$ cat config.mk
export PLATFORM = sky130hd
export DESIGN_NAME = button_conditioner
export DESIGN_NICKNAME = d
export VERILOG_FILES = /design/src/rtl/btn_pkg.sv /design/src/rtl/button_debounce_channel.sv /design/src/rtl/button_conditioner.sv
export SDC_FILE = /design/constraint.sdc
export NUM_CORES = 1
export LEC_CHECK = 0
export ABC_AREA = 1
export CAP_MARGIN = 10
export CORE_MARGIN = 1
export CORE_UTILIZATION = 50
export CTS_CLUSTER_SIZE = 14
export DETAILED_ROUTE_END_ITERATION = 8
export PLACE_DENSITY = 0.67
export SKIP_LAST_GASP = 1
export SYNTH_ARGS = -nofsm -noshare
export SYNTH_HDL_FRONTEND = slang
export SYNTH_SLANG_ARGS = --single-unit
$ cat constraint.sdc
create_clock -name clk -period 4.4 [get_ports clk]
set_clock_uncertainty 0.05 [all_clocks]
set_input_delay 0.88 -clock clk [delete_from_list [all_inputs] [get_ports clk]]
set_output_delay 0.88 -clock clk [all_outputs]
set_load 0.005 [all_outputs]
$ cat src/rtl/btn_pkg.sv
// rtl/btn_pkg.sv - shared types and constants for the button conditioner
package btn_pkg;

    typedef enum logic [1:0] {
        RELEASED     = 2'd0,
        PRESS_PEND   = 2'd1,
        PRESSED      = 2'd2,
        RELEASE_PEND = 2'd3
    } btn_state_t;

    localparam int DEBOUNCE_DEFAULT = 1000000;

    // Channel index of the start button, used by the game core
    localparam int BTN_START_IDX = 4;

endpackage

$ cat src/rtl/button_debounce_channel.sv
// rtl/button_debounce_channel.sv - one button: two-flop synchronizer, debounce FSM, press/release pulses
module button_debounce_channel
    import btn_pkg::*;
#(
    parameter int DEBOUNCE_CYCLES = DEBOUNCE_DEFAULT,
    parameter int CNT_W           = $clog2(DEBOUNCE_CYCLES + 1)
) (
    input  logic clk,
    input  logic reset,
    input  logic btn_n,
    output logic btn_level,
    output logic press_pulse,
    output logic release_pulse
);

    localparam logic [CNT_W-1:0] CNT_LAST = CNT_W'(DEBOUNCE_CYCLES - 1);

    logic             sync1_q, sync1_d;
    logic             sync2_q, sync2_d;
    btn_state_t       state_q, state_d;
    logic [CNT_W-1:0] cnt_q, cnt_d;
    logic             level_q, level_d;
    logic             press_q, press_d;
    logic             release_q, release_d;

    always_comb begin
        sync1_d   = btn_n;
        sync2_d   = sync1_q;
        state_d   = state_q;
        cnt_d     = cnt_q;
        level_d   = level_q;
        press_d   = 1'b0;
        release_d = 1'b0;

        // sync2_q is the synchronized active-low pin: 0 means pressed
        case (state_q)
            RELEASED: begin
                if (!sync2_q) begin
                    state_d = PRESS_PEND;
                    cnt_d   = '0;
                end
            end
            PRESS_PEND: begin
                if (sync2_q) begin
                    state_d = RELEASED;
                    cnt_d   = '0;
                end else if (cnt_q == CNT_LAST) begin
                    state_d = PRESSED;
                    cnt_d   = '0;
                    level_d = 1'b1;
                    press_d = 1'b1;
                end else begin
                    cnt_d = cnt_q + CNT_W'(1);
                end
            end
            PRESSED: begin
                if (sync2_q) begin
                    state_d = RELEASE_PEND;
                    cnt_d   = '0;
                end
            end
            RELEASE_PEND: begin
                if (!sync2_q) begin
                    state_d = PRESSED;
                    cnt_d   = '0;
                end else if (cnt_q == CNT_LAST) begin
                    state_d   = RELEASED;
                    cnt_d     = '0;
                    level_d   = 1'b0;
                    release_d = 1'b1;
                end else begin
                    cnt_d = cnt_q + CNT_W'(1);
                end
            end
            default: begin
                state_d = RELEASED;
                cnt_d   = '0;
            end
        endcase
    end

    always_ff @(posedge clk or negedge reset) begin
        if (!reset) begin
            sync1_q   <= 1'b1;
            sync2_q   <= 1'b1;
            state_q   <= RELEASED;
            cnt_q     <= '0;
            level_q   <= 1'b0;
            press_q   <= 1'b0;
            release_q <= 1'b0;
        end else begin
            sync1_q   <= sync1_d;
            sync2_q   <= sync2_d;
            state_q   <= state_d;
            cnt_q     <= cnt_d;
            level_q   <= level_d;
            press_q   <= press_d;
            release_q <= release_d;
        end
    end

    assign btn_level     = level_q;
    assign press_pulse   = press_q;
    assign release_pulse = release_q;

endmodule

$ cat src/rtl/button_conditioner.sv
// rtl/button_conditioner.sv - N_BTN independent debounce channels plus combined press indication
module button_conditioner
    import btn_pkg::*;
#(
    parameter int N_BTN           = 5,
    parameter int DEBOUNCE_CYCLES = DEBOUNCE_DEFAULT,
    parameter int CNT_W           = $clog2(DEBOUNCE_CYCLES + 1)
) (
    input  logic             clk,
    input  logic             reset,
    input  logic [N_BTN-1:0] btn_n,
    output logic [N_BTN-1:0] btn_level,
    output logic [N_BTN-1:0] press_pulse,
    output logic [N_BTN-1:0] release_pulse,
    output logic             any_press
);

    for (genvar i = 0; i < N_BTN; i++) begin : g_chan
        button_debounce_channel #(
            .DEBOUNCE_CYCLES (DEBOUNCE_CYCLES),
            .CNT_W           (CNT_W)
        ) u_chan (
            .clk           (clk),
            .reset         (reset),
            .btn_n         (btn_n[i]),
            .btn_level     (btn_level[i]),
            .press_pulse   (press_pulse[i]),
            .release_pulse (release_pulse[i])
        );
    end

    // Pulses are already registered, so the OR adds no latency
    assign any_press = |press_pulse;

endmodule

# Yosys cells after proc, flatten, opt, wreduce, memory -nomap -nowiden
# Cells that the tools add are included.
[totals]
latch_bits = 0
out_inout_bits = 16
in_bits = 7
elab_cells = 241
ramBits = 0
n_memories = 0
rom_bits = 0
ff_bits = 135
[op_classes]
muxes = 115
bitwise = 0
n_shift = 0
n_addsub = 5
n_reduce_logical = 26
eq_ne = 60
n_div = 0
multipliers = 0
n_lt_le_gt_ge = 0
[op_table]
columns = ["op", "n"]
rows = [
  ["$mux 20", 25],
  ["$pmux 20 s4", 5],
  ["$add 20x1->20 const B", 5],
  ["$eq 20x20->1 const B", 5],
  ["$mux 2", 30],
  ["$mux 1", 45],
  ["$ne 2x1->1 const B", 20],
  ["$pmux 2 s4", 5],
  ["$reduce_and 5->1", 5],
  ["$eq 2x2->1 const B", 10],
  ["$ne 2x2->1 const B", 10],
  ["$reduce_and 4->1", 5],
  ["$ne 3x1->1 const B", 5],
  ["$ne 3x3->1 const B", 5],
  ["$eq 2x1->1 const B", 5],
  ["$logic_not 2->1", 5],
  ["$pmux 1 s2", 5],
  ["$reduce_and 2->1", 5],
  ["$reduce_bool 2->1", 5],
  ["$reduce_or 5->1", 1],
]

# Longest topological paths before layout
[depth]
depth_word = 4
ltp_mapped = 11
ltp_nobuf = 11

# By module
# From an unflattened synthesis, not the netlist that was laid out.
[hier_totals]
cells_unflattened = 1048
area_unflattened_um2 = 8075.2
[by_module_without_submodules]
columns = ["mod", "area_each_um2", "seq_area_each_um2", "n_inst", "cells_per_inst"]
rows = [
  ["button_debounce_channel (g_chan[0].u_chan ...)", 1634.1, 678.2, 4, 210],
  ["button_debounce_channel (g_chan[4].u_chan)", 1522.7, 678.2, 1, 204],
  ["button_conditioner", 16.3, 0.0, 1, 4],
]

# Worst setup path after synthesis
# Ideal clock, no wire load.
[synth_path]
kind = "flip-flop to output port"
startpoint = "register g_chan[3].u_chan.press_q"
endpoint = "output any_press"
t_required_ns = 3.470
path_slack_ns = 2.873
path_stages_with_launch = 3
arrival_time_ns = 0.597
n_path_buf = 0
cell_sequence = "dfrtp_1 nor3_1 nand2_1"
[synth_via]
elab_chain_cells = 1
[synth_lines]
columns = ["element", "line", "text"]
rows = [
  ["start: declaration", "button_debounce_channel.sv:23", "logic press_q, press_d;"],
  ["start signal: assignment", "button_debounce_channel.sv:97", "press_q <= press_d;"],
  ["$reduce_or 5->1", "button_conditioner.sv:33", "assign any_press = |press_pulse;"],
  ["end: declaration", "button_conditioner.sv:15", "output logic any_press"],
]
# No other way between the ends.

# Final worst setup path
# Same ends and word-level chain as after synthesis.

==> flow_summary_export.csv <==
group,metric,value,unit
run_status,status,"finished, final reports clean",
clocking,post_cts_buffers,0,
drt,wl,16.3,mm
pwr,p_leak,0.00365,uW
cells_and_area,syn2layout_area_growth,11.0,%
clocking,cts.clk_slew.worst_paths,60,ps
setup_path,startpoint,"g_chan[3].u_chan.press_pulse",
timing,tightest_slew,944,ps
synthesis,synth_cell_type_count,42,
setup_path,endpoint_kind,"primary output",
die,num_io_pins,23,
setup_path,reg2reg_slack,2440,ps
cells_and_area,antenna_cells,0,
synthesis,ys_dominant_reg_cell,"dfrtp_1",
drt,wl_per_cell,13.2,um
run,drv_cap,0,
die,die_w,127,um
pwr,p_total,2870,uW
setup_path,regToRegStartpoint,"g_chan[2].u_chan.cnt_q[0]",
synthesis,netlist.top_cell.by_area,"dfrtp_1",
clocking,htree_levels,4,
synthesis,netlist_area,0.00778,mm^2
pwr,peakVddDrop,0.276,mV
worst_hold_path,hold_class,"reg -> reg",
cells_and_area,fin_util,0.568,
global_routing,grt-ovfl-total,0,
setup_path,r2r-end,"g_chan[2].u_chan.cnt_q[17]",
clocking,cts_max_path_buffers,2,
synthesis,synth-seq-cells,135,
die,core.rowCount,45,
timing,fmax,390,MHz
timing,period_needed,2570,ps
synthesis,yosysWarnings,0,
pwr,p_switching,684,uW
setup_path,worstRegToRegCells,8,
pwr,power_density,333,mW/mm^2
synthesis,yosys-top-cells-area,"dfrtp_1, nand2_1, nand3_1",
timing,hold_violations,0,
synthesis,synth-adder-area-share,0.00804,
synthesis,synth_nets,1033,
die,core_area,0.0152,mm^2
synthesis,seq_area_frac_synth,0.436,
placement,dpl_cell_area,0.00807,mm^2
placement,port_buffers,22,
cells_and_area,final_area,0.00864,mm^2
die,fp.dieH,127,um
synthesis,ys_async_sr_fraction,1.00,
cells_and_area,final_cell_mix,"nand2_1, dfrtp_1, inv_1, nor2_1, nand3_1",
clocking,cts_root_buffer,"clkbuf_16",
synthesis,synth_compound_area_frac,0.0890,
die,dieArea,0.0161,mm^2
cells_and_area,drive_gt1_frac,0.106,
clocking,cts_buffers,17,
clocking,cts_sinks,135,
setup_path,critPathLaunchType,"flop",
drt,ant_nets,0,
setup_path,critical_path_class,"reg -> out",
cells_and_area,fin_nets,1051,
synthesis,yosys.area_share.xor_xnor,0.0326,
setup_path,required,3470,ps
timing,fin_tns_setup,0,ps
synthesis,netlist_instances,1021,
synthesis,synthMuxAreaShare,0.00129,
global_routing,antenna_found_initial,0,
synthesis,syn-mean-instance-area,7.62,um^2
cells_and_area,layout_commonest_cell,"nand2_1",
drt,firstDrtPassIters,5,
timing,finalSetupViolations,0,
drt,drtIter0Drc,481,
global_routing,track_usage,0.220,
timing,slew_headroom,0.371,
synthesis,synth_edf_count,0,
global_routing,grt_pass1_wl,28.1,mm
global_routing,grt_max_degree,108,
timing,rsz0062_at_grt,"no",
placement,gp_congestion,0.874,
drt,drc,0,
pwr,p_comb_frac,0.066,
setup_path,path_max_fanout,2,
timing,hold_ws,307,ps
pwr,seq_power_share,0.458,
pwr,clkPwrFrac,0.476,
die,initial_core_util,0.512,
placement,place_hpwl,11.5,mm
synthesis,synthSimpleGateAreaFrac,0.342,
synthesis,synth_top_family_by_area,"simple AND/OR/NAND/NOR gates",
timing,drv_slew,0,
timing,min_period_over_period,0.583,
drt,vias,6487,
setup_path,crit_end,"any_press",
drt,via_per_inst,5.23,
clocking,cts_hold_buf,0,
synthesis,synth_top_area_frac,0.402,
setup_path,worstPathArrival,1640,ps
pwr,switching_share,0.238,
global_routing,grt_pass1_vias,6033,
clocking,cts-resized-gates,0,
pwr,internal_power,2190,uW
clocking,clkLatencyLatePin,420,ps
clocking,cts_tree,"built",
[synthesized netlist by cell type (2+ instances only)]
cell type  count
nand3_4        5
nand2_4        4
buf_2          5
nor2_1       107
nor2_4        14
o21ai_1       11
inv_2         10
nand3b_1       4
nand4_1       26
a21oi_1       15
dfrtp_1      125
xor2_1        26
inv_1        124
nand3_1       94
nand3_2        5
o22ai_1       27
dfstp_2       10
o31ai_1        2
ha_1           5
a31oi_1        3
nand2_2       10
o21ai_0       59
nor2_2         9
clkinv_2       2
o211ai_1       2
nor3_1        25
nor3_2         4
buf_4         19
xnor2_1        3
nand2_1      254
[flip-flops by register name, summed over array words and instances (netlist names), named ones only]
| register | count |
|---|---|
| g_chan.u_chan.release_pulse | 5 |
| g_chan.u_chan.btn_level | 5 |
| g_chan.u_chan.sync1_q | 5 |
| g_chan.u_chan.press_pulse | 5 |
| g_chan.u_chan.sync2_q | 5 |
| g_chan.u_chan.cnt_q | 100 |
| g_chan.u_chan.state_q | 5 |
[critical path, cell delays in order, from the launching register on]
cell	delay [ps]
dfrtp_1	380
nor3_1	310
nand2_1	80
clkdlybuf4s50_1	450
[worst min-delay path by stage]
stage                                   startpoint                        to  depth (start not counted)
after detailed placement  g_chan[4].u_chan.sync1_q  g_chan[4].u_chan.sync2_q                          0
after global routing      g_chan[4].u_chan.sync1_q  g_chan[4].u_chan.sync2_q                          0
after global placement    g_chan[4].u_chan.sync1_q  g_chan[4].u_chan.sync2_q                          0
after CTS                 g_chan[4].u_chan.sync1_q  g_chan[4].u_chan.sync2_q                          0
after floorplan           g_chan[0].u_chan.sync1_q  g_chan[0].u_chan.sync2_q                          0
final                     g_chan[4].u_chan.sync1_q  g_chan[4].u_chan.sync2_q                          0
[metal layers]
metal,up-vias,global-route usage,part of all wire,wire (um)
li1,3349,-,-,-
met1,2996,0.298,0.49,8040
met5,-,0,0,0
met3,14,0.0531,0.045,730
met2,128,0.348,0.45,7380
met4,0,0.0672,0.012,192
[cells by family after synthesis]
logic type	after synthesis
adders and majority gates	5
buffers and inverters	163
and+or+nand+nor	564
muxes	1
xor gates and xnor gates	29
AOI/OAI and AO/OA	124
DFF	135
[stage by stage]
stage	std cells	worst slack, ps
CTS	1240	1830
floorplan	1021	2870
global route	1240	1720
global placement	1208	2280
finish	1240	1830
detailed placement	1208	2280
[final cells by class]
cell class                 instances  area [um^2]
timing repair buffer              25          244
multi-input combinational        723         3680
fill                            1430         6560
clock inverter                     9          101
clock buffer                      23          468
tap                              188          235
sequential                       135         3390
inverter                         137          519
[power by group through the flow]
| stage | sequential (uW) | clock [uW] | combinational (uW) |
|---|---|---|---|
| 2_1_floorplan | 1320 | 0 | 140 |
| 3_3_place_gp | 1340 | 0 | 186 |
| 3_5_place_dp | 1340 | 0 | 190 |
| 4_1_cts | 1320 | 1400 | 193 |
| 5_1_grt | 1320 | 1450 | 215 |
| 6_report | 1320 | 1370 | 189 |
(Power assumes the default switching activity.)
